<file path="config.mk">
export PLATFORM = sky130hd
export DESIGN_NAME = led_pattern_sequencer_flat
export DESIGN_NICKNAME = d
export VERILOG_FILES = /design/src/rtl/led_pattern_sequencer_pkg.sv /design/src/rtl/led_pattern_sequencer_if.sv /design/src/rtl/led_pattern_sequencer_button_press_filter.sv /design/src/rtl/led_pattern_sequencer.sv /design/src/flat_wrapper.sv
export SDC_FILE = /design/constraint.sdc
export NUM_CORES = 1
export LEC_CHECK = 0
export ABC_CLOCK_PERIOD_IN_PS = 2800
export BUFFER_PORTS_ARGS = -buffer_cell sky130_fd_sc_hd__buf_4
export CORE_MARGIN = 5
export CORE_UTILIZATION = 63
export CTS_CLUSTER_SIZE = 16
export DETAILED_ROUTE_END_ITERATION = 6
export PLACE_DENSITY = 0.78
export RECOVER_POWER = 100
export SETUP_SLACK_MARGIN = 0.1
export SLEW_MARGIN = 20
export SYNTH_ARGS = -nofsm -noshare
export SYNTH_HDL_FRONTEND = slang
export SYNTH_SLANG_ARGS = --single-unit
</file>
<file path="constraint.sdc">
create_clock -name clk_i -period 2.8 [get_ports clk_i]
set_clock_uncertainty 0.1 [all_clocks]
set_input_delay 0.14 -clock clk_i [delete_from_list [all_inputs] [get_ports clk_i]]
set_output_delay 0.14 -clock clk_i [all_outputs]
set_load 0.01 [all_outputs]
</file>
<file path="src/rtl/led_pattern_sequencer_pkg.sv">
// rtl/led_pattern_sequencer_pkg.sv - shared mode/state types, pattern seeds and pattern helpers
package led_pattern_sequencer_pkg;

  typedef enum logic [1:0] {
    ROT_L  = 2'd0,
    ROT_R  = 2'd1,
    BOUNCE = 2'd2,
    BLINK  = 2'd3
  } mode_e;

  typedef enum logic [1:0] {
    IDLE  = 2'd0,
    RUN   = 2'd1,
    PAUSE = 2'd2
  } state_e;

  localparam logic [3:0] SEED_ROT_L  = 4'b1000;
  localparam logic [3:0] SEED_ROT_R  = 4'b0001;
  localparam logic [3:0] SEED_BOUNCE = 4'b1000;
  localparam logic [3:0] SEED_BLINK  = 4'b1111;

  localparam logic DIR_TO_LED4 = 1'b0;
  localparam logic DIR_TO_LED1 = 1'b1;

  function automatic logic [3:0] mode_seed(mode_e m);
    case (m)
      ROT_L:   return SEED_ROT_L;
      ROT_R:   return SEED_ROT_R;
      BOUNCE:  return SEED_BOUNCE;
      default: return SEED_BLINK;
    endcase
  endfunction

  function automatic logic is_one_hot(logic [3:0] p);
    return (p != 4'b0000) && ((p & (p - 4'd1)) == 4'b0000);
  endfunction

endpackage

</file>
<file path="src/rtl/led_pattern_sequencer_if.sv">
// rtl/led_pattern_sequencer_if.sv - board-side button inputs and LED/status outputs
interface led_pattern_sequencer_if;
  import led_pattern_sequencer_pkg::*;

  logic       sw_mode_i;
  logic       sw_run_i;
  logic [3:0] led_o;
  mode_e      mode_o;
  logic       running_o;

  modport master (
    output sw_mode_i, sw_run_i,
    input  led_o, mode_o, running_o
  );

  modport slave (
    input  sw_mode_i, sw_run_i,
    output led_o, mode_o, running_o
  );

endinterface

</file>
<file path="src/rtl/led_pattern_sequencer_button_press_filter.sv">
// rtl/led_pattern_sequencer_button_press_filter.sv - synchronizer, debounce and press-pulse for one raw button
module button_press_filter #(
  parameter int DEBOUNCE_CYCLES = 250_000
) (
  input  logic clk_i,
  input  logic rst_ni,
  input  logic raw,
  output logic press
);

  localparam int CNT_W = $clog2(DEBOUNCE_CYCLES + 1);

  logic [1:0]       sync_q;
  logic             level_q;
  logic             level_prev_q;
  logic [CNT_W-1:0] cnt_q;

  // The filtered level flips on the DEBOUNCE_CYCLES-th consecutive disagreeing cycle.
  always_ff @(posedge clk_i or negedge rst_ni) begin
    if (!rst_ni) begin
      sync_q       <= 2'b00;
      level_q      <= 1'b0;
      level_prev_q <= 1'b0;
      cnt_q        <= '0;
      press        <= 1'b0;
    end else begin
      sync_q       <= {sync_q[0], raw};
      level_prev_q <= level_q;
      press        <= level_q & ~level_prev_q;
      if (sync_q[1] == level_q) begin
        cnt_q <= '0;
      end else if (cnt_q == CNT_W'(DEBOUNCE_CYCLES - 1)) begin
        level_q <= sync_q[1];
        cnt_q   <= '0;
      end else begin
        cnt_q <= cnt_q + CNT_W'(1);
      end
    end
  end

endmodule

</file>
<file path="src/rtl/led_pattern_sequencer.sv">
// rtl/led_pattern_sequencer.sv - run/pause FSM, mode, step tick and 4-LED pattern register
module led_pattern_sequencer
  import led_pattern_sequencer_pkg::*;
#(
  parameter int TICK_DIV        = 25_000_000,
  parameter int DEBOUNCE_CYCLES = 250_000
) (
  input  logic                    clk_i,
  input  logic                    rst_ni,
  led_pattern_sequencer_if.slave  bus
);

  localparam int CNT_W = $clog2(TICK_DIV);

  state_e           state_q, state_d;
  mode_e            mode_q, mode_d;
  logic [3:0]       led_q, led_d, step_pat;
  logic             dir_q, dir_d, step_dir;
  logic [CNT_W-1:0] cnt_q, cnt_d;
  logic             tick, mode_press, run_press;

  button_press_filter #(.DEBOUNCE_CYCLES(DEBOUNCE_CYCLES)) u_mode_filter (
    .clk_i  (clk_i),
    .rst_ni (rst_ni),
    .raw    (bus.sw_mode_i),
    .press  (mode_press)
  );

  button_press_filter #(.DEBOUNCE_CYCLES(DEBOUNCE_CYCLES)) u_run_filter (
    .clk_i  (clk_i),
    .rst_ni (rst_ni),
    .raw    (bus.sw_run_i),
    .press  (run_press)
  );

  assign tick = (state_q == RUN) && (cnt_q == CNT_W'(TICK_DIV - 1));

  // Next pattern for one step; a corrupted (non one-hot) shift pattern falls back to the seed.
  always_comb begin
    step_pat = led_q;
    step_dir = dir_q;
    case (mode_q)
      ROT_L: step_pat = is_one_hot(led_q) ? {led_q[0], led_q[3:1]} : SEED_ROT_L;
      ROT_R: step_pat = is_one_hot(led_q) ? {led_q[2:0], led_q[3]} : SEED_ROT_R;
      BOUNCE: begin
        if (!is_one_hot(led_q)) begin
          step_pat = SEED_BOUNCE;
          step_dir = DIR_TO_LED4;
        end else if (dir_q == DIR_TO_LED4) begin
          step_pat = led_q[0] ? 4'b0010 : (led_q >> 1);
          step_dir = (led_q[1] || led_q[0]) ? DIR_TO_LED1 : DIR_TO_LED4;
        end else begin
          step_pat = led_q[3] ? 4'b0100 : (led_q << 1);
          step_dir = (led_q[2] || led_q[3]) ? DIR_TO_LED4 : DIR_TO_LED1;
        end
      end
      default: step_pat = (led_q == SEED_BLINK) ? 4'b0000 : SEED_BLINK;
    endcase
  end

  always_ff @(posedge clk_i or negedge rst_ni) begin
    if (!rst_ni) begin
      state_q <= IDLE;
      mode_q  <= ROT_L;
      led_q   <= 4'b0000;
      dir_q   <= DIR_TO_LED4;
      cnt_q   <= '0;
    end else begin
      state_q <= state_d;
      mode_q  <= mode_d;
      led_q   <= led_d;
      dir_q   <= dir_d;
      cnt_q   <= cnt_d;
    end
  end

  // Priority: tick step, then mode press overrides it, then the run transition.
  always_comb begin
    state_d = state_q;
    mode_d  = mode_q;
    led_d   = led_q;
    dir_d   = dir_q;
    cnt_d   = cnt_q;

    if (state_q == RUN) begin
      cnt_d = tick ? '0 : cnt_q + CNT_W'(1);
    end else if (state_q == IDLE) begin
      cnt_d = '0;
    end

    if (tick) begin
      led_d = step_pat;
      dir_d = step_dir;
    end

    if (mode_press) begin
      mode_d = mode_e'(mode_q + 2'd1);
      dir_d  = DIR_TO_LED4;
      cnt_d  = '0;
      if (state_q != IDLE) begin
        led_d = mode_seed(mode_d);
      end
    end

    if (run_press) begin
      case (state_q)
        IDLE: begin
          state_d = RUN;
          led_d   = mode_seed(mode_d);
          dir_d   = DIR_TO_LED4;
          cnt_d   = '0;
        end
        RUN: begin
          state_d = PAUSE;
          if (!mode_press) begin
            led_d = led_q;
            dir_d = dir_q;
            cnt_d = cnt_q;
          end
        end
        PAUSE:   state_d = RUN;
        default: state_d = IDLE;
      endcase
    end
  end

  assign bus.led_o     = led_q;
  assign bus.mode_o    = mode_q;
  assign bus.running_o = (state_q == RUN);

endmodule

</file>
<file path="src/flat_wrapper.sv">
// flat-port wrapper written by rule: the top's interface ports become plain ports
module led_pattern_sequencer_flat import led_pattern_sequencer_pkg::*;
#(
  parameter int TICK_DIV        = 25_000_000,
  parameter int DEBOUNCE_CYCLES = 250_000
)
  (clk_i, rst_ni, bus_sw_mode_i, bus_sw_run_i, bus_led_o, bus_mode_o, bus_running_o);
  led_pattern_sequencer_if bus_i ();
  input  logic clk_i;
  input  logic rst_ni;
  input wire logic [$bits(bus_i.sw_mode_i)-1:0] bus_sw_mode_i;
  input wire logic [$bits(bus_i.sw_run_i)-1:0] bus_sw_run_i;
  output wire logic [$bits(bus_i.led_o)-1:0] bus_led_o;
  output wire logic [$bits(bus_i.mode_o)-1:0] bus_mode_o;
  output wire logic [$bits(bus_i.running_o)-1:0] bus_running_o;
  assign bus_i.sw_mode_i = bus_sw_mode_i;
  assign bus_i.sw_run_i = bus_sw_run_i;
  assign bus_led_o = bus_i.led_o;
  assign bus_mode_o = bus_i.mode_o;
  assign bus_running_o = bus_i.running_o;
  led_pattern_sequencer #(.TICK_DIV(TICK_DIV), .DEBOUNCE_CYCLES(DEBOUNCE_CYCLES)) u_core (.clk_i(clk_i), .rst_ni(rst_ni), .bus(bus_i));
endmodule
</file>
======== Word level (Yosys, flattened, before mapping) ========
Index checks and enable logic that the tools add are counted.
cells by class
  bitwise logic cells ..................... 7
  add/subtract/negate cells ............... 5
  reductions and logical operators ........ 16
  eq/ne operators ......................... 15
  mux-type cells .......................... 39
operators with widths
  operator                                                               number
  25-bit 2-to-1 mux                                                      6
  18-bit 2-to-1 mux                                                      4
  25-bit case mux with 2 select lines                                    1
  4-bit 2-to-1 mux                                                       11
  18-bit by 1-bit adder with 18-bit output, second input constant        2
  18-bit equality test, second input constant                            2
  25-bit by 1-bit adder with 25-bit output, second input constant        1
  25-bit equality test, second input constant                            1
  4-bit case mux with 2 select lines                                     3
  4-bit case mux with 3 select lines                                     1
  1-bit 2-to-1 mux                                                       9
  2-bit by 1-bit equality test with 1-bit output, second input constant  4
  2-bit equality test, second input constant                             4
  2-bit zero test                                                        4
  2-bit OR reduction                                                     3
  4-bit AND                                                              1
  4-bit equality test, second input constant                             1
  4-bit zero test                                                        1
  1-bit NOT                                                              4
  2-bit case mux with 2 select lines                                     1
  2-bit AND reduction                                                    2
  4-bit nonzero test                                                     1
  4-bit by 1-bit subtractor with 4-bit output, second input constant     1
  3-bit 2-to-1 mux                                                       1
  9 further kinds                                                        13
word-level totals
  bits of input ports ..................... 4
  bits in registers ....................... 80
  logic and storage cells ................. 97
  output and inout port bits .............. 7

======== Depth between registers and ports, before layout ========
Gate-level depths: netlist (run 1).
  depth in word-level cells ............... 12
  mapped depth ............................ 8
  depth with buffers taken out ............ 7

======== Hierarchy ========
Synthesis (run 1) repeated with hierarchy kept, for this count alone.
second synthesis, totals
  cells, all modules ...................... 506
  area, all modules ....................... 4712.0 sq um
modules (own cells, without submodules)
  module                                      cells an instance  sequential area each (sq um)  times used  area an instance (sq um)
  led_pattern_sequencer                       305                850.8                         1           2524.9
  button_press_filter (u_core.u_run_filter)   100                575.6                         1           1101.1
  button_press_filter (u_core.u_mode_filter)  101                575.6                         1           1086.0

======== Least setup slack after synthesis (run 1) ========
OpenSTA, ideal clock, no wires.
  kind .................................... flip-flop to flip-flop
  start ................................... reg u_core.cnt_q[0]
  end ..................................... reg u_core.cnt_q[10]
  library setup time ...................... 123 ps
  path slack .............................. 616 ps
  cell stages (with the launch flop) ...... 8
  buffers on the path ..................... 1
  data required time ...................... 2577 ps
  arrival time ............................ 1961 ps
  clock period less this slack ............ 2184 ps
  cells stage by stage .................... dfrtp_1 -> ha_1 -> nand2_1 -> nor4_2 -> and4_1 -> clkbuf_1 -> a211oi_1 -> o221a_2
on the way
  word-level cells in the longest chain between the ends .. 8
  elaborated cells between the ends (all ways) .. 9
  those cells by class .................... add/sub (1); eq/ne (1); mux (6); reduce/logical (1)
ends and longest elaborated chain
  element                                                                           line                          RTL
  start: declaration                                                                led_pattern_sequencer.sv:19   logic [CNT_W-1:0] cnt_q, cnt_d;
  start signal: assignment                                                          led_pattern_sequencer.sv:73   cnt_q <= cnt_d;
  branches (longest 2 deep; another with 25-bit by 1-bit adder with 25-bit output)  -
  25-bit 2-to-1 mux (*)                                                             led_pattern_sequencer.sv:86   cnt_d = tick ? '0 : cnt_q + CNT_W'(1);
  25-bit 2-to-1 mux (*)                                                             led_pattern_sequencer.sv:85   if (state_q == RUN) begin
  25-bit 2-to-1 mux (*)                                                             led_pattern_sequencer.sv:96   if (mode_press) begin
  25-bit 2-to-1 mux                                                                 led_pattern_sequencer.sv:115  if (!mode_press) begin
  25-bit case mux with 2 select lines                                               led_pattern_sequencer.sv:106  case (state_q)
  25-bit 2-to-1 mux (*)                                                             led_pattern_sequencer.sv:105  if (run_press) begin
Every way passes the cells marked *. The select of a mux whose other input is x is not followed.
A chain may end at the register's enable or synchronous reset.

======== Worst setup path after layout (run 1) ========
  start ................................... reg u_core.cnt_q[0]
  end ..................................... reg u_core.cnt_q[23]
The elaborated chain is that of the path after synthesis.

==> summary.md, run 1 <==
| Metric | Value |
|---|---|
| Outcome | finished, violations left |
| Failing checks | max-capacitance violations, max-slew violations |
| Area growth syn-to-layout | 8.11% |
| Vias | 4103 |
| Postcts setup bufs | 0 |
| Layout Nets | 539 |
| Min-delay worst type | reg -> reg |
| Max-cap violations | 1 |
| CTS max path bufs | 2 |
| Synth Flop Type | dfrtp_1 |
| Slew margin rel. | -0.286 |
| Latest clock arrival within the worst-skew pair | 0.36 ns |
| LEAKAGE | 2.10 nW |
| 1st-pass router iterations | 6 |
| Area contributors post-synth | dfrtp_1 (43%), nor2_1 (5.3%), xnor2_1 (4.3%), nand2_1 (3.3%), nand3_1 (3.2%) |
| Die Y-Extent | 96.0 µm |
| RSZ-0062 raised after global routing | no |
| WP data arrival | 2.72 ns |
| Clk slew on worst S/H paths | 0.08 ns |
| Total routed wirelength | 10.8 mm |
| Measured slew at the worst slew-check pin | 1.93 ns |
| Most instantiated cells after synthesis | dfrtp_1 (80), nor2_1 (66), nand2_1 (41) |
| Die X | 96.0 µm |
| Crit start category | flop |
| Max Fanout on Critical Path | 8 |
| Syn_nets | 533 |
| Clock tree from TritonCTS | done |
| CTS sink cnt | 80 |
| H-Tree Depth | 3 |
| Yosys reg bits | 80 |
| Final Hold Viols | 0 |
| Initial antenna violation count | 0 |
| Worst VDD drop | 0.364 mV |
| DR vias/cell | 6.50 |
| Setup TNS | 0 ns |
| Worst setup margin | 0.232 ns |
| Avg Cell Area, Syn | 8.95 µm² |
| Die area | 9220 µm² |
| GRT Total Usage | 0.254 |
| Met1 usage | 0.340 |
| Antenna viol nets, final | 0 |
| Seq/Total Area, Yosys | 0.430 |
| CTS buffer count | 9 |
| Critical Path End Type | flop |
| Final Setup Violations | 0 |
| Async SR Flop Fraction | 1.00 |
| WP data required | 2.95 ns |
| Synthesis Warnings | 0 |
| Total Power | 0.00220 W |
| Number of enable flip-flop cells after synthesis | 0 |
| M3 GR Usage | 0.0336 |
| Core ar. | 7210 µm² |
| Area leader, netlist | dfrtp_1 |
| Post-synth top area share | 0.430 |
| Largest net degree at the start of global routing | 81 |
| Fmax achieved | 389 MHz |
| Dpl hpwl | 7.52 mm |
| Diode count | 0 |
| DR WL/cell | 17.1 µm |
| Initial core utilization | 0.646 |
| Synth unique cells | 68 |
| Fin. max-slew vios | 81 |
| Post-synthesis cell area | 4660 µm² |
| Fin crit share | 0.917 |
| GPL Wtd Cong | 0.977 |
| Row count | 31 |
| Synthesized instance count | 521 |
| Count leader, synth | dfrtp_1 |
| Vias in the first global route | 3894 |
| Layout cells sized above 1 | 0.0620 |
| Worst slack, placed | 0.334 ns |
| # DRC | 0 |
| M2 GR Usage | 0.409 |
| Power Density | 436 nW/µm² |
| CTS Root Cell | clkbuf_8 |
| I/O pins | 11 |
| First-pass GRT wire length | 18.3 mm |
| Port Buf Inserts | 10 |
| Crit path kind | reg -> reg |
| Initial DRC count | 319 |
| Crit path time final | 2.57 ns |
| Grt total ovfl | 0 |
| GR peak layer | met2 |
-- layout make-up --
cell class | count | area [µm²]
Multi-Input combinational cell | 398 | 2490
Fill cell | 600 | 2180
Sequential cell | 80 | 2000
Clock buffer | 12 | 155
Tap cell | 99 | 124
Timing Repair Buffer | 18 | 114
Clock inverter | 4 | 76.3
Inverter | 20 | 75.1
-- state kept, by name, indices dropped and copies added, names as in the netlist --
name,count
u_core.bus.led_o,4
u_core.bus.mode_o,2
u_core.cnt_q,25
u_core.dir_q,1
u_core.state_q,2
u_core.u_mode_filter.cnt_q,18
u_core.u_mode_filter.level_prev_q,1
u_core.u_mode_filter.level_q,1
u_core.u_mode_filter.press,1
u_core.u_mode_filter.sync_q,2
u_core.u_run_filter.cnt_q,18
u_core.u_run_filter.level_prev_q,1
u_core.u_run_filter.level_q,1
u_core.u_run_filter.press,1
u_core.u_run_filter.sync_q,2
-- layout by cell type (no fill, tap or decap), drive strengths merged, types with 4 or more instances in the layout --
master,instances
a211oi,5
a21o,4
a21oi,23
a31oi,8
and2,4
and3,10
and4,8
buf,5
clkbuf,22
dfrtp,80
ha,8
inv,20
nand2,41
nand2b,5
nand3,30
nand4,14
nor2,66
nor2b,4
nor3,18
nor4,17
o211a,5
o21ai,24
o31ai,4
or4,5
xnor2,23
xor2,14
-- report_power, final --
part | internal [W] | leakage [nW] | switching [W]
clock network | 0.000553 | 0.113 | 0.000424
logic | 0.0000126 | 0.887 | 0.0000364
registers | 0.00116 | 1.10 | 0.00000737
total | 0.00173 | 2.10 | 0.000468
-- kinds of logic after synthesis --
logic type / count (synthesis) / synth area share
and+or+nand+nor: 238 / 0.271
AOI/OAI and AO/OA: 110 / 0.161
DFF: 80 / 0.430
buffers and inverters: 43 / 0.0357
xor gates and xnor gates: 37 / 0.0695
adders and majority gates: 8 / 0.0215
muxes: 5 / 0.0113
-- worst max-delay path: stages (launching register included) --
cell     delay, ns
dfrtp_1       0.41
ha_1          0.24
nand2_1       0.16
nor4_2        0.61
and2_0        0.35
o21ai_1       0.26
a32o_1        0.33
-- stage by stage --
stage	hold slack, ns	cell area, µm²	util	std cells
global placement	0.149	4810	0.666	612
global route	0.271	5040	0.698	631
finish	0.255	5040	0.698	631
CTS	0.257	5070	0.702	631
detailed placement	0.151	4810	0.666	612
floorplan	-0.256	4660	-	521
-- timing repair --
action | 4_1_cts | 5_1_grt
hold buffers | 3 | 0
endpoints found under the setup margin | 0 | 0
gates resized for setup | 0 | 0
hold endpoints to repair | 82 | 0
-- worst paths after layout --
kind | from | endpoint | slack [ns] | depth (start not counted)
max | u_core.cnt_q[0]$_DFFE_PN0P_ | u_core.cnt_q[23]$_DFFE_PN0P_ | 0.23 | 6
min | u_core.u_mode_filter.sync_q[0]$_DFF_PN0_ | u_core.u_mode_filter.sync_q[1]$_DFF_PN0_ | 0.25 | 0
max reg2reg | u_core.cnt_q[0]$_DFFE_PN0P_ | u_core.cnt_q[23]$_DFFE_PN0P_ | 0.23 | 6
min reg2reg | u_core.u_mode_filter.sync_q[0]$_DFF_PN0_ | u_core.u_mode_filter.sync_q[1]$_DFF_PN0_ | 0.25 | 0
max in group asynchronous | rst_ni | u_core.u_run_filter.press$_DFF_PN0_ | 0.69 | 2
min in group asynchronous | rst_ni | u_core.bus.led_o[2]$_DFFE_PN0P_ | 0.74 | 2
-- metal layers --
metal  part of all wire  vias up
li1                   -     1921
met2               0.47      190
met5                  0        -
met4              0.032        0
met3              0.067       36
met1               0.43     1956
Power figures use the tool's default switching activity.
==> inputs of run 2 (changes only) <==
--- a/config.mk
+++ b/config.mk
@@ -5,6 +5,7 @@
 export SDC_FILE = /design/constraint.sdc
 export NUM_CORES = 1
 export LEC_CHECK = 0
+export ABC_AREA = 1
 export ABC_CLOCK_PERIOD_IN_PS = 2800
 export BUFFER_PORTS_ARGS = -buffer_cell sky130_fd_sc_hd__buf_4
 export CORE_MARGIN = 5
==> run 2 against run 1 <==
The run still ends with max-capacitance violations, max-slew violations left. Cell area up 2.6%. Power decreased by 9.5%. Die area grew 5.0%. Synthesized cell count grew 24%. Sequential share of layout area shrank 1.0 points. Critical path depth up 2. Synthesized area grew 5.6%. Critical endpoint is now u_core.cnt_q[15]$_DFFE_PN0P_. Largest power group unchanged.
==> summary.md, run 2 <==
| Metric | Value |
|---|---|
| Final Hold Viols | 0 (unchanged) |
| Max-cap violations | 1 (unchanged) |
| Synthesis Warnings | 0 (unchanged) |
| CP max-delay cell | dfrtp_1 |
| Avg Cell Area, Syn | 7.62 µm² (-15%) |
| H-Tree Depth | 3 (unchanged) |
| WP data required | 2.97 ns (+0.02 ns) |
| I/O pins | 11 (unchanged) |
| Die area | 9680 µm² (+5.0%) |
| Port Buf Inserts | 10 (unchanged) |
| Min-delay worst type | reg -> reg |
| Max stage delay on crit path | 0.62 ns (about the same) |
| Net Sw Power | 0.000486 W (+3.9%) |
| Area growth syn-to-layout | 5.03% |
| RSZ-0062 raised after global routing | no |
| Initial DRC count | 330 (+3.4%) |
| Synth unique cells | 41 (-40%) |
| Row count | 32 (+3.2%) |
| Outcome | finished, violations left |
| 1st-pass router iterations | 5 (-1) |
| Crit start category | flop |
| Clk slew on worst S/H paths | 0.09 ns (about the same) |
| Layout Nets | 673 (+25%) |
| Most instantiated cells after synthesis | nand2_1 (148), inv_1 (82), dfrtp_1 (80) |
| PostCTS Resize Cnt | 0 (unchanged) |
| Clock Power Share | 0.385 (-0.059) |
| Reg with most FFs | u_core.cnt_q |
| Most frequent cells in the layout | nand2_1 (148), inv_1 (83), dfrtp_1 (80), nor2_1 (72), o21ai_0 (41) |
| Layout Cells excl Fill | 768 (+22%) |
| Die Y-Extent | 98.4 µm (+2.5%) |
| Area leader, netlist | dfrtp_1 |
| Final Setup Violations | 0 (unchanged) |
| GR peak layer | met2 |
| Post-synthesis adder-cell area fraction | 0.0203 (-0.00115) |
| Total routed wirelength | 10.7 mm (-0.70%) |
| Count leader, synth | nand2_1 |
| Synth Flop Type | dfrtp_1 |
| Initial core utilization | 0.640 (-0.00557) |
| Largest family of logic cells by synthesized area | simple AND/OR/NAND/NOR gates |
| Power share of the sequential group | 0.588 (+0.055) |
| Int Pwr | 0.00150 W (-13%) |
| Mux cell area share after synthesis | 0.00457 (-0.00670) |
| FILL cells | 660 (+10%) |
| Setup TNS | 0 ns (unchanged) |
| Compound-gate portion of the synthesized area | 0.124 (-0.0376) |
| Async SR Flop Fraction | 1.00 (unchanged) |
| Post-synth top area share | 0.407 (-0.0229) |
| Postcts setup bufs | 0 (unchanged) |
| GPL Wtd Cong | 0.915 (-6.3%) |
| Worst slack, placed | 0.718 ns (+0.384 ns) |
| CTS Hold Buffers Added | 3 (unchanged) |
| Fin. max-slew vios | 81 (unchanged) |
| DR vias/cell | 5.65 (-13%) |
| Multi-input combinational cell area | 2450 µm² (-1.5%) |
| Logic gate share of total power | 0.026 (+0.004) |
| Power Density | 385 nW/µm² (-12%) |
| First-pass GRT wire length | 18.9 mm (+3.0%) |
| Number of enable flip-flop cells after synthesis | 0 (unchanged) |
| Fmax achieved | 426 MHz (+9.4%) |
| Antenna viol nets, final | 0 (unchanged) |
| Latest clock arrival within the worst-skew pair | 0.35 ns (about the same) |
| Synthesized instance count | 646 (+24%) |
| Clock tree from TritonCTS | done |
| Max Fanout on Critical Path | 17 (+9) |
| Biggest regs | u_core.cnt_q: 25 flops, u_core.u_mode_filter.cnt_q: 18 flops, u_core.u_run_filter.cnt_q: 18 flops |
| Slew margin rel. | -0.283 (+0.00331) |
| Cell chain of the critical path | inv_1, a21oi_2, inv_1, nor2_4, nand2_1, inv_2, o21ai_0, o22ai_1 |
| Met1 usage | 0.317 (-0.0234) |
| Layout cells sized above 1 | 0.0796 (+0.0175) |
| XOR/XNOR Fraction of Synth Area | 0.0409 (-0.0286) |
| Dpl cells | 749 (+22%) |
| Largest net degree at the start of global routing | 81 (unchanged) |
| M2 GR Usage | 0.380 (-0.0293) |
| Worst VDD drop | 0.316 mV (-13%) |
| Critical Path End Type | flop |
| Grt total ovfl | 0 (unchanged) |
| DR WL/cell | 13.9 µm (-18%) |
| Initial antenna violation count | 0 (unchanged) |
| Post-synthesis cell area | 4920 µm² (+5.6%) |
| Yosys reg bits | 80 (unchanged) |
| Crit path time final | 2.35 ns (-0.220 ns) |
| Die X | 98.4 µm (+2.5%) |
| Worst setup margin | 0.452 ns (+0.220 ns) |
| Top cell by count, worst path | inv_1 |
| Failing checks | max-capacitance violations, max-slew violations |
| Vias in the first global route | 4185 (+7.5%) |
| Vias | 4341 (+5.8%) |
| Core ar. | 7690 µm² (+6.6%) |
| CTS sink cnt | 80 (unchanged) |
| Max reg flops | 25 (unchanged) |
| M3 GR Usage | 0.0350 (+0.00138) |
| Post-Synth Simple-Gate Area | 0.323 (+0.0516) |
| CTS max path bufs | 2 (unchanged) |
| Net Sw Frac | 0.244 (+0.0315) |
| Seq/Total Area, Yosys | 0.407 (-0.0229) |
| WP data arrival | 2.52 ns (-0.20 ns) |
| CTS Root Cell | clkbuf_8 |
| # DRC | 0 (unchanged) |
| Dpl hpwl | 7.72 mm (+2.6%) |
| Syn_nets | 658 (+23%) |
| Measured slew at the worst slew-check pin | 1.92 ns (-0.00496 ns) |
| LEAKAGE | 2.30 nW (+9.3%) |
| Fin crit share | 0.839 (-0.0786) |
| CTS buffer count | 9 (unchanged) |
| GRT Total Usage | 0.231 (-0.0229) |
| Area contributors post-synth | dfrtp_1 (41%), nand2_1 (11%), inv_1 (6.3%), nor2_1 (5.0%), a21oi_1 (4.0%) |
| Flip-flop and latch area | 2000 µm² (unchanged) |
| Diode count | 0 (unchanged) |
| Crit path kind | reg -> reg |
| Most common cell after layout, fill and taps aside | nand2_1 |
==> run 2: cell count changes after synthesis, moves of 8 or more <==
cell	before	now
a21oi_1	23	39
nand2_1	41	148
and4_1	8	0
and3_1	10	2
inv_1	20	82
clkbuf_1	18	3
xnor2_1	23	4
nor4_1	15	7
o21ai_0	23	38
==> run 2: final timing paths <==
path | startpoint | end | slack [ns] | depth (start not counted)
worst max-delay path | u_core.state_q[1]$_DFFE_PN0P_ | u_core.cnt_q[15]$_DFFE_PN0P_ | 0.45 | 8
worst min-delay path | u_core.u_mode_filter.sync_q[0]$_DFF_PN0_ | u_core.u_mode_filter.sync_q[1]$_DFF_PN0_ | 0.25 | 0
worst max register to register | u_core.state_q[1]$_DFFE_PN0P_ | u_core.cnt_q[15]$_DFFE_PN0P_ | 0.45 | 8
worst min register to register | u_core.u_mode_filter.sync_q[0]$_DFF_PN0_ | u_core.u_mode_filter.sync_q[1]$_DFF_PN0_ | 0.25 | 0
max in group asynchronous | rst_ni | u_core.bus.led_o[2]$_DFFE_PN0P_ | 0.70 | 2
min in group asynchronous | rst_ni | u_core.cnt_q[15]$_DFFE_PN0P_ | 0.75 | 2
==> run 2: final cells by class <==
cell class              instances  area share
clock buffers                  10      0.0247
repair buffers                 15      0.0177
clock inverters                 6     0.00871
flip-flops and latches         80       0.387
inverters                      86      0.0624
multi-input cells             469       0.475
well taps                     102      0.0247
==> run 2: routing by layer <==
metal / part of all wire / vias up
li1: - / 2154
met1: 0.46 / 2074
met2: 0.49 / 104
met3: 0.040 / 9
met4: 0.0078 / 0
met5: 0 / -
==> run 2: power by group through the flow <==
stage,Sequential [W],Clock [W],Combinational [W]
final,0.00117,0.000767,0.0000525
after CTS,0.00117,0.000787,0.0000561
after global routing,0.00117,0.000831,0.0000628
after global placement,0.00119,0,0.0000507
after detailed placement,0.00119,0,0.0000526
after floorplan,0.00119,0,0.0000207
==> run 2: per-stage QoR <==
stage          hold WS [ns]  utilization  total power, W  area (µm²)
3_3_place_gp          0.150        0.659         0.00124        5060
2_1_floorplan        -0.256            -         0.00121        4920
3_5_place_dp          0.151        0.659         0.00125        5060
6_report              0.253        0.673         0.00199        5170
4_1_cts               0.255        0.685         0.00201        5270
5_1_grt               0.273        0.673         0.00207        5170
==> run 2: kinds of logic after synthesis <==
kind of cell / count (synthesis)
simple gates: 328
compound gates: 108
buf+inv: 97
flops: 80
xor+xnor: 23
fa+ha+maj: 8
mux: 2
==> run 2: critical path, delay by kind of cell, from the launching register on <==
family          cells  cell delay (ns)
compound gates      3             0.62
buf+inv             3             0.66
flops               1             0.62
simple gates        2             0.26
==> inputs of run 3 (changes only) <==
--- a/config.mk
+++ b/config.mk
@@ -5,8 +5,8 @@
 export SDC_FILE = /design/constraint.sdc
 export NUM_CORES = 1
 export LEC_CHECK = 0
-export ABC_AREA = 1
-export ABC_CLOCK_PERIOD_IN_PS = 2800
+export ABC_AREA = 0
+export ABC_CLOCK_PERIOD_IN_PS = 2500
 export BUFFER_PORTS_ARGS = -buffer_cell sky130_fd_sc_hd__buf_4
 export CORE_MARGIN = 5
 export CORE_UTILIZATION = 63
==> constraint.sdc (replaced) <==
create_clock -name clk_i -period 2.5 [get_ports clk_i]
set_clock_uncertainty 0.1 [all_clocks]
set_input_delay 0.125 -clock clk_i [delete_from_list [all_inputs] [get_ports clk_i]]
set_output_delay 0.125 -clock clk_i [all_outputs]
set_load 0.01 [all_outputs]
==> run 3 against run 2 <==
The flow now finishes without violations. Critical path depth decreased by 3. Sequential share of layout area grew 0.73 points. Combinational power increased by 7.6%. Global-route usage rose by 2.8 points. Worst setup slack lost 0.30 ns. Worst hold slack better by 0.00079 ns. Register-to-register slack got worse by 0.30 ns. Utilization up 3.1 points. First-iteration DRC count is 17% higher. Cell area shrank 1.8%. Largest power group unchanged.
==> summary.md, run 3 (synthesized netlist as in run 1, its figures left out) <==
| Metric | Value |
|---|---|
| CTS buffer count | 9 (unchanged) |
| Min-delay worst type | reg -> reg |
| Latest clock arrival within the worst-skew pair | 0.35 ns (about the same) |
| Grt total ovfl | 0 (unchanged) |
| Worst Hold Depth | 0 (unchanged) |
| Power Density | 466 nW/µm² (+21%) |
| DR WL/cell | 17.0 µm (+22%) |
| 1st-pass router iterations | 5 (unchanged) |
| Fin. max-slew vios | 0 (-100%) |
| Worst setup margin | 0.148 ns (-0.304 ns) |
| GRT Total Usage | 0.260 (+0.0282) |
| Worst r2r path cells | 5 (-3) |
| Area after detailed placement | 4890 µm² (-3.4%) |
| I/O pins | 11 (unchanged) |
| CTS max path bufs | 2 (unchanged) |
| Total Power | 0.00236 W (+19%) |
| Total routed wirelength | 10.9 mm (+2.0%) |
| Design area | 5080 µm² (-1.8%) |
| Max-cap violations | 0 (-1) |
| Die X | 96.0 µm (-2.4%) |
| DR vias/cell | 6.30 (+11%) |
| RSZ-0062 raised after global routing | yes |
| Vias | 4036 (-7.0%) |
| Logic gate share of total power | 0.024 (-0.002) |
| Setup TNS | 0 ns (unchanged) |
| Die Y-Extent | 96.0 µm (-2.4%) |
| Crit path max-delay family | simple AND/OR/NAND/NOR gates |
| Slew margin rel. | 0.169 (+0.452) |
| Fin crit share | 0.941 (+0.102) |
| Worst slack, placed | 0.203 ns (-0.515 ns) |
| GPL Wtd Cong | 0.961 (+5.1%) |
| Diode count | 0 (unchanged) |
| Vias in the first global route | 3771 (-9.9%) |
| Largest net degree at the start of global routing | 50 (-38%) |
| Critical Path Stages | 5 (-3) |
| Die area | 9220 µm² (-4.8%) |
| LEAKAGE | 2.12 nW (-7.7%) |
| Crit path kind | reg -> reg |
| Initial antenna violation count | 0 (unchanged) |
| WP data arrival | 2.49 ns (-0.03 ns) |
| Biggest regs | u_core.cnt_q: 25 flops, u_core.u_mode_filter.cnt_q: 18 flops, u_core.u_run_filter.cnt_q: 18 flops |
| Clock tree from TritonCTS | done |
| Port Buf Inserts | 10 (unchanged) |
| Worst VDD drop | 0.548 mV (+74%) |
| Cell chain of the critical path | or4b_4, nor4_4, and2_0, o21ai_1, a32o_1 |
| Measured slew at the worst slew-check pin | 1.25 ns (-0.678 ns) |
| Clock Power Share | 0.421 (+0.036) |
| Outcome | finished, final reports clean |
| Dpl hpwl | 7.62 mm (-1.3%) |
| Max reg flops | 25 (unchanged) |
| Final Hold Viols | 0 (unchanged) |
| Max Fanout on Critical Path | 8 (-9) |
| WP data required | 2.64 ns (-0.33 ns) |
| CTS sink cnt | 80 (unchanged) |
| Max stage delay on crit path | 0.58 ns (-0.04 ns) |
| Layout Nets | 549 (-18%) |
| Critical Path End Type | flop |
| Reg with most FFs | u_core.cnt_q |
| Core ar. | 7210 µm² (-6.2%) |
| Most frequent cells in the layout | dfrtp_1 (80), nor2_1 (66), nand2_1 (41), nand3_1 (30) |
| Int Pwr | 0.00184 W (+22%) |
| Initial DRC count | 387 (+17%) |
| WP buf/inv | 0 (-3) |
| # DRC | 0 (unchanged) |
| Layout cells sized above 1 | 0.0793 (-0.000244) |
| First-pass GRT wire length | 18.7 mm (-0.92%) |
| Area growth syn-to-layout | 8.91% |
| Final Setup Violations | 0 (unchanged) |
| Net Sw Power | 0.000527 W (+8.4%) |
| Fmax achieved | 425 MHz (-0.19%) |
| Crit path time final | 2.35 ns (+0.00443 ns) |
| Antenna viol nets, final | 0 (unchanged) |
| Row count | 31 (-3.1%) |
| Clk slew on worst S/H paths | 0.09 ns (about the same) |
| Power share of the sequential group | 0.555 (-0.033) |
| CP max-delay cell | or4b_4 |
| Net Sw Frac | 0.223 (-0.0213) |
| Postcts setup bufs | 0 (unchanged) |
| H-Tree Depth | 3 (unchanged) |
| Most common cell after layout, fill and taps aside | dfrtp_1 |
| Crit start category | flop |
| Initial core utilization | 0.646 (+0.00557) |
| CTS Root Cell | clkbuf_8 |
[run 3: cell count changes in the layout (fill, tap and decap cells not counted), moves of 7 or more]
cell,delta
and3_1,+7
a21oi_1,-17
nor4_1,+7
buf_4,+8
nand2_1,-107
nor3_2,-7
and4_1,+8
o21ai_0,-18
nand3_1,-8
xnor2_1,+19
inv_1,-63
[run 3: layer usage]
metal  wire (µm)  global-route usage  vias to the layer above
met5           0                   0                        -
met4         169              0.0948                        0
met3         604              0.0321                       20
met2        5230               0.411                      145
met1        4920               0.367                     1934
li1            -                   -                     1937
[run 3: power by group through the flow]
stage          sequential, W  combinational [W]  clock (W)
2_1_floorplan        0.00134          0.0000218          0
3_3_place_gp         0.00134          0.0000579          0
3_5_place_dp         0.00134          0.0000591          0
4_1_cts              0.00131          0.0000631    0.00101
5_1_grt              0.00131          0.0000663    0.00107
6_report             0.00131          0.0000565   0.000994
[run 3: path summary, 6_finish.rpt]
kind	from	endpoint	slack, ns
min in group asynchronous	rst_ni	u_core.u_mode_filter.cnt_q[14]$_DFF_PN0_	0.48
max in group asynchronous	rst_ni	u_core.u_mode_filter.level_q$_DFFE_PN0P_	0.45
max	u_core.cnt_q[8]$_DFFE_PN0P_	u_core.cnt_q[23]$_DFFE_PN0P_	0.15
max reg2reg	u_core.cnt_q[8]$_DFFE_PN0P_	u_core.cnt_q[23]$_DFFE_PN0P_	0.15
min	u_core.u_mode_filter.sync_q[0]$_DFF_PN0_	u_core.u_mode_filter.sync_q[1]$_DFF_PN0_	0.25
min reg2reg	u_core.u_mode_filter.sync_q[0]$_DFF_PN0_	u_core.u_mode_filter.sync_q[1]$_DFF_PN0_	0.25
[run 3: timing repair]
| action | CTS | global route |
|---|---|---|
| hold endpoints to repair | 50 | 0 |
| endpoints found under the setup margin | 0 | 3 |
| hold buffers | 3 | 0 |
| resized for setup | 0 | 3 |
[run 3: cell type report]
type                    count  area, µm²
clock buffers              12        155
clock inverters             4       52.6
fillers                   605       2140
inverters                  20       75.1
multi-input cells         398       2490
flip-flops and latches     80       2000
well taps                  99        124
repair buffers             28        173
[run 3: worst register-to-register path: cells and delay by family (launching register included)]
kind             cells  cell delay [ns]
AO/OA/AOI/OAI        2             0.55
AND/OR/NAND/NOR      3             1.13
flip-flops           1             0.47
[run 3: per-stage QoR]
stage / hold slack (ns) / util / instances
6_report: 0.254 / 0.704 / 641
5_1_grt: 0.263 / 0.704 / 641
4_1_cts: 0.253 / 0.711 / 641
3_5_place_dp: 0.100 / 0.678 / 622
3_3_place_gp: 0.0986 / 0.678 / 622
2_1_floorplan: -0.271 / - / 521
